$ cat config.mk
export PLATFORM = sky130hd
export DESIGN_NAME = packet_fetcher
export DESIGN_NICKNAME = d
export VERILOG_FILES = /design/src/rtl/packet_fetcher.sv
export SDC_FILE = /design/constraint.sdc
export NUM_CORES = 1
export LEC_CHECK = 0
export ABC_AREA = 1
export BUFFER_PORTS_ARGS = -buffer_cell sky130_fd_sc_hd__buf_2
export CAP_MARGIN = 10
export CORE_UTILIZATION = 50
export CTS_CLUSTER_SIZE = 30
export DETAILED_ROUTE_END_ITERATION = 7
export PLACE_DENSITY = 0.82
export SETUP_SLACK_MARGIN = 0.05
export SLEW_MARGIN = 20
export SYNTH_ARGS = -nofsm -noshare
export SYNTH_HDL_FRONTEND = slang
export SYNTH_SLANG_ARGS = --single-unit
$ cat constraint.sdc
create_clock -name CLK -period 3.5 [get_ports CLK]
set_input_delay 0.35 -clock CLK [delete_from_list [all_inputs] [get_ports CLK]]
set_output_delay 0.35 -clock CLK [all_outputs]
set_load 0.05 [all_outputs]
$ cat src/rtl/packet_fetcher.sv
// Fetches a multi-beat packet from memory, merges the request tag and
// routes the packet to the output channel selected by its opcode.
module packet_fetcher #(
   parameter int DATA_W = 32,
   parameter int WORDS = 6,
   parameter int LAST_W = 15,
   parameter int OP_W = 4,
   parameter int TAG_W = 8,
   parameter int NUM_CH = 3,
   parameter logic [NUM_CH*OP_W-1:0] CH_OPCODES = {4'h3, 4'h2, 4'h1},
   parameter int MAX_OUT = 2,
   localparam int PKT_W = (WORDS-1)*DATA_W + LAST_W
) (
   input  logic              CLK,
   input  logic              RST_N,
   input  logic [31:0]       OPADDR,
   input  logic              REQ_VALID,
   output logic              REQ_READY,
   input  logic [31:0]       REQ_ADDR,
   input  logic [TAG_W-1:0]  REQ_TAG,
   output logic              MEM_ADDR_VALID,
   input  logic              MEM_ADDR_READY,
   output logic [31:0]       MEM_ADDR,
   input  logic              MEM_RDATA_VALID,
   input  logic [DATA_W-1:0] MEM_RDATA,
   output logic              MEM_RDATA_READY,
   output logic [NUM_CH-1:0] OUT_VALID,
   input  logic [NUM_CH-1:0] OUT_READY,
   output logic [PKT_W-1:0]  OUT_DATA,
   output logic              DROP
);

   localparam int IW = $clog2(WORDS+1);
   localparam int OW = $clog2(MAX_OUT+1);
   localparam int CW = (NUM_CH > 1) ? $clog2(NUM_CH) : 1;
   localparam logic [IW-1:0] LAST_IDX = IW'(WORDS-1);
   localparam logic [IW-1:0] N_BEATS = IW'(WORDS);
   localparam logic [OW-1:0] OUT_MAX = OW'(MAX_OUT);
   localparam logic [31:0] STRIDE = 32'(DATA_W/8);

   typedef enum logic [1:0] {
      S_IDLE = 2'd0,
      S_LOAD = 2'd1,
      S_DONE = 2'd2
   } state_e;

   state_e            state_q, state_d;
   logic              req_ready_q, req_ready_d;
   logic [31:0]       base_q, base_d;
   logic [TAG_W-1:0]  tag_q, tag_d;
   logic [IW-1:0]     issued_q, issued_d;
   logic [IW-1:0]     rcvd_q, rcvd_d;
   logic [OW-1:0]     outst_q, outst_d;
   logic [PKT_W-1:0]  pkt_q, pkt_d;
   logic              out_full_q, out_full_d;
   logic [CW-1:0]     out_ch_q, out_ch_d;
   logic [PKT_W-1:0]  out_data_q, out_data_d;
   logic              drop_q, drop_d;

   logic              addr_hs;
   logic              beat;
   logic              drain;
   logic              match;
   logic [CW-1:0]     sel;
   logic [OP_W-1:0]   opcode;

   assign REQ_READY = req_ready_q;
   assign MEM_RDATA_READY = 1'b1;
   assign MEM_ADDR = base_q + 32'(issued_q) * STRIDE;
   assign MEM_ADDR_VALID = (state_q == S_LOAD) && (issued_q < N_BEATS)
                           && (outst_q < OUT_MAX);
   assign OUT_DATA = out_data_q;
   assign DROP = drop_q;

   assign addr_hs = MEM_ADDR_VALID && MEM_ADDR_READY;
   // Beats with nothing outstanding are stale responses from an abandoned load
   assign beat = MEM_RDATA_VALID && (outst_q != '0);
   assign drain = out_full_q && OUT_READY[out_ch_q];
   assign opcode = pkt_q[PKT_W-1 -: OP_W];

   always_comb begin
      OUT_VALID = '0;
      if (out_full_q) OUT_VALID[out_ch_q] = 1'b1;
   end

   // Descending scan so the lowest matching channel wins
   always_comb begin
      match = 1'b0;
      sel = '0;
      for (int i = NUM_CH-1; i >= 0; i--) begin
         if (opcode == CH_OPCODES[i*OP_W +: OP_W]) begin
            match = 1'b1;
            sel = CW'(i);
         end
      end
   end

   always_comb begin
      state_d = state_q;
      base_d = base_q;
      tag_d = tag_q;
      issued_d = issued_q;
      rcvd_d = rcvd_q;
      outst_d = outst_q;
      pkt_d = pkt_q;
      out_full_d = out_full_q && !drain;
      out_ch_d = out_ch_q;
      out_data_d = out_data_q;
      drop_d = 1'b0;
      unique case (state_q)
         S_IDLE: begin
            if (REQ_VALID && req_ready_q) begin
               state_d = S_LOAD;
               base_d = OPADDR + REQ_ADDR;
               tag_d = REQ_TAG;
               issued_d = '0;
               rcvd_d = '0;
               outst_d = '0;
            end
         end
         S_LOAD: begin
            if (addr_hs) issued_d = issued_q + 1'b1;
            if (addr_hs && !beat) outst_d = outst_q + 1'b1;
            else if (!addr_hs && beat) outst_d = outst_q - 1'b1;
            if (beat) begin
               rcvd_d = rcvd_q + 1'b1;
               for (int k = 0; k < WORDS-1; k++) begin
                  if (rcvd_q == IW'(k))
                     pkt_d[PKT_W-1-k*DATA_W -: DATA_W] = MEM_RDATA;
               end
               if (rcvd_q == LAST_IDX) begin
                  pkt_d[LAST_W-1:0] = MEM_RDATA[LAST_W-1:0];
                  pkt_d[PKT_W-OP_W-1 -: TAG_W] = tag_q;
                  state_d = S_DONE;
               end
            end
         end
         S_DONE: begin
            if (!match) begin
               drop_d = 1'b1;
               state_d = S_IDLE;
            end else if (!out_full_q || drain) begin
               out_full_d = 1'b1;
               out_ch_d = sel;
               out_data_d = pkt_q;
               state_d = S_IDLE;
            end
         end
         default: state_d = S_IDLE;
      endcase
      req_ready_d = (state_d == S_IDLE);
   end

   always_ff @(posedge CLK or negedge RST_N) begin
      if (!RST_N) begin
         state_q <= S_IDLE;
         req_ready_q <= 1'b0;
         base_q <= '0;
         tag_q <= '0;
         issued_q <= '0;
         rcvd_q <= '0;
         outst_q <= '0;
         pkt_q <= '0;
         out_full_q <= 1'b0;
         out_ch_q <= '0;
         out_data_q <= '0;
         drop_q <= 1'b0;
      end else begin
         state_q <= state_d;
         req_ready_q <= req_ready_d;
         base_q <= base_d;
         tag_q <= tag_d;
         issued_q <= issued_d;
         rcvd_q <= rcvd_d;
         outst_q <= outst_d;
         pkt_q <= pkt_d;
         out_full_q <= out_full_d;
         out_ch_q <= out_ch_d;
         out_data_q <= out_data_d;
         drop_q <= drop_d;
      end
   end

endmodule
==> summary.txt <==
Status - complete, no violations
First-pass GRT wire length - 82.4 mm
Critical Path Start Type - flop
Area of the multi-input gates - 0.00709 sq mm
Leak - 12.5 nW
Routed via count - 16.1k
Die Y - 194 microns
Clock Skew - 19.3 ps
Root buffer cell - clkbuf_16
# setup viols final - 0
Total CTS buffers - 41
Worst vdd ir - 0.000377 V
Nature of the critical path endpoint - primary output
Req. time, crit path - 3150 ps
Syn Nets - 2407
Grt total ovfl - 0
Final wirelength - 51.3 mm
Vias in the first global route - 15.7k
Final worst slack - 191 ps
Warnings from Yosys - 0
Worst-Skew Late Latency - 530 ps
Post-synth cell types - 40
Initial DRC count - 1603
Slew @ Worst Pin - 856 ps
TritonCTS Sinks - 405
Largest net degree at the start of global routing - 182
Worst slack, placed - 686 ps
Placement Rows - 70
CP peak stage delay - 420 ps
Synth Cell Area - 0.0185 sq mm
PD cells - 701 mW/mm^2
CTS tree - done
Drt wl/cell - 16.8 microns
Detailed placement HPWL - 35.8 mm
Slowest CP cell - fa_1
Register area - 0.0101 sq mm
CTS Buffer Depth - 3
Final Hold Viols - 0
PortBufs - 324
Top cells by area, synth - dfrtp_1 55%, nand2_1 21%, o21ai_0 5.0%
Mapped Cells - 2253
Final instance area - 0.0218 sq mm
Syn avg cell area - 8.21 sq um
Post-route ant nets - 0
CTS clk-pin slew, worst paths - 60 ps
Critical Path AT - 2960 ps
Starting Density - 50.6%
Sequential share of the synthesized area - 54.8%
Top Ports - 326
Commonest non-fill, non-tap cells in the layout - 1014 x nand2_1, 405 x dfrtp_1, 323 x buf_2, 206 x inv_1, 185 x o21ai_0
Placed cell areas - 0.0204 sq mm
Seq cells post-synth - 405
DRT Pass-1 Iters - 6
Min Hold Slack - 30.2 ps
Die width - 194 microns
Routability cong. - 1.05
Remaining DRCs - 0
Synth top area share - 54.8%
Synth-to-Final Area Change - 18.0%
CP cell instances - ha_2 > inv_1 > fa_1 > o21ai_1 > nand2_2 > nor3_4 > nand3b_1 > nor2_2 > xor2_1 > inv_1 > buf_2
Fillers - 3158
Total GRT Usage - 27.4%
Worst-path fanout max - 5
RSZ-0062 raised after global routing - false
CP most frequent cell - inv_1
Setup_tns - 0 ps
Nets - 2707
Drt via density - 5.28
Critical path's top delay family - simple AND/OR/NAND/NOR gates
Max-slew violations - 0
Max-cap check violation count - 0
Crit path buf inv count - 3
Most common cell after layout, fill and taps aside - nand2_1
H-tree Lvls - 2
Max Fclk - 302 MHz
Rel. slew slack - 42.9%
Dominant cell type by area after synthesis - dfrtp_1
CP Class - reg2out
Area of the die - 0.0378 sq mm
Hold crit path type - in2reg
Share of layout cells above drive strength 1 - 16.7%
Initial antenna violation count - 4
Crit share post-route - 94.5%
Post-layout minimum cycle time - 3310 ps
Core Region - 0.0365 sq mm
-- metal layers --
metal  vias to the layer above  global-route usage [%]  share of wire [%]
met1                      7591                    36.9                 42
met4                         2                    12.3                4.6
met5                         -                       0              0.016
met3                       155                    4.51                7.9
li1                       7606                       -                  -
met2                       764                    43.9                 46
-- sequential cells by signal, summed over array words and instances (netlist names) --
| name | count |
|---|---|
| tag_q | 8 |
| pkt_q | 175 |
| out_ch_q | 2 |
| issued_q | 3 |
| REQ_READY | 1 |
| rcvd_q | 3 |
| OUT_DATA | 175 |
| DROP | 1 |
| outst_q | 2 |
| state_q | 2 |
| out_full_q | 1 |
| base_q | 32 |
-- Yosys cell counts --
cell type / number
a21o_1: 1
a21oi_1: 27
a21oi_2: 1
a21oi_4: 1
buf_1: 1
buf_2: 35
buf_4: 4
buf_6: 15
clkbuf_1: 30
clkinv_1: 1
conb_1: 1
dfrtp_1: 405
fa_1: 2
ha_1: 40
inv_1: 206
inv_2: 3
inv_4: 2
nand2_1: 1016
nand2_2: 1
nand3_1: 66
nand3_2: 1
nand3_4: 3
nand3b_1: 4
nand4_1: 15
nor2_1: 74
nor2_2: 2
nor2_8: 3
nor3_1: 21
nor3_2: 2
nor4_1: 5
o21ai_0: 185
o21ai_1: 26
o21ai_4: 1
o21bai_1: 4
o22ai_1: 4
o31ai_1: 1
or2_1: 1
or2_2: 2
xnor2_1: 20
xor2_1: 21
-- final timing paths --
path	from	depth (start not counted)	to	slack [ps]
worst max-delay path	issued_q[0]	11	MEM_ADDR[20]	190
worst min-delay path	REQ_TAG[4]	3	tag_q[4]	30
worst min register to register	pkt_q[97]	2	OUT_DATA[97]	460
worst max register to register	rcvd_q[2]	6	pkt_q[149]	1180
max in group asynchronous	RST_N	3	base_q[21]	2030
min in group asynchronous	RST_N	2	OUT_DATA[70]	490
-- final cells by class --
| class | instances | share of cell area, % |
|---|---|---|
| Antenna cell | 3 | 0.0344 |
| Clock buffer | 63 | 5.63 |
| Clock inverter | 10 | 0.631 |
| Inverter | 212 | 3.69 |
| Multi-Input combinational cell | 1551 | 32.5 |
| Sequential cell | 405 | 46.4 |
| Tap cell | 468 | 2.68 |
| Timing Repair Buffer | 342 | 8.39 |
-- kinds of logic after synthesis --
logic type                 Yosys count  share of synthesized area (%)
and+or+nand+nor                   1216                           26.3
DFF                                405                           54.8
buffers and inverters              297                           6.98
AOI/OAI and AO/OA                  251                           7.04
adders and majority gates           42                           2.92
xor gates and xnor gates            41                           1.94
other                                1                         0.0203
-- tightest hold or removal path, cell delays in order --
cell     delay [ps]
buf_2            80
nand2_1          40
nand2_1          50
-- through the flow --
step	instances	utilization [%]	power (mW)
after floorplan	2253	-	9.61
after global placement	2974	55.9	10.7
after detailed placement	2974	55.9	10.8
after CTS	3048	59.6	15.3
after global routing	3053	59.7	16.1
final	3054	59.8	15.3
-- report_power, final --
| group | internal (mW) | switching, mW |
|---|---|---|
| clock | 2.64 | 1.78 |
| sequential | 5.91 | 0.854 |
| combinational | 1.21 | 2.90 |
| total | 9.76 | 5.54 |
-- repair_timing --
action / in CTS / in global routing
endpoints found under the setup margin: 0 / 3
resized for setup: 0 / 4
buffers inserted: 0 / 3
hold buffers: 1 / 0
hold endpoints to repair: 102 / 0
No activity file was read; power rests on OpenSTA's default activity.
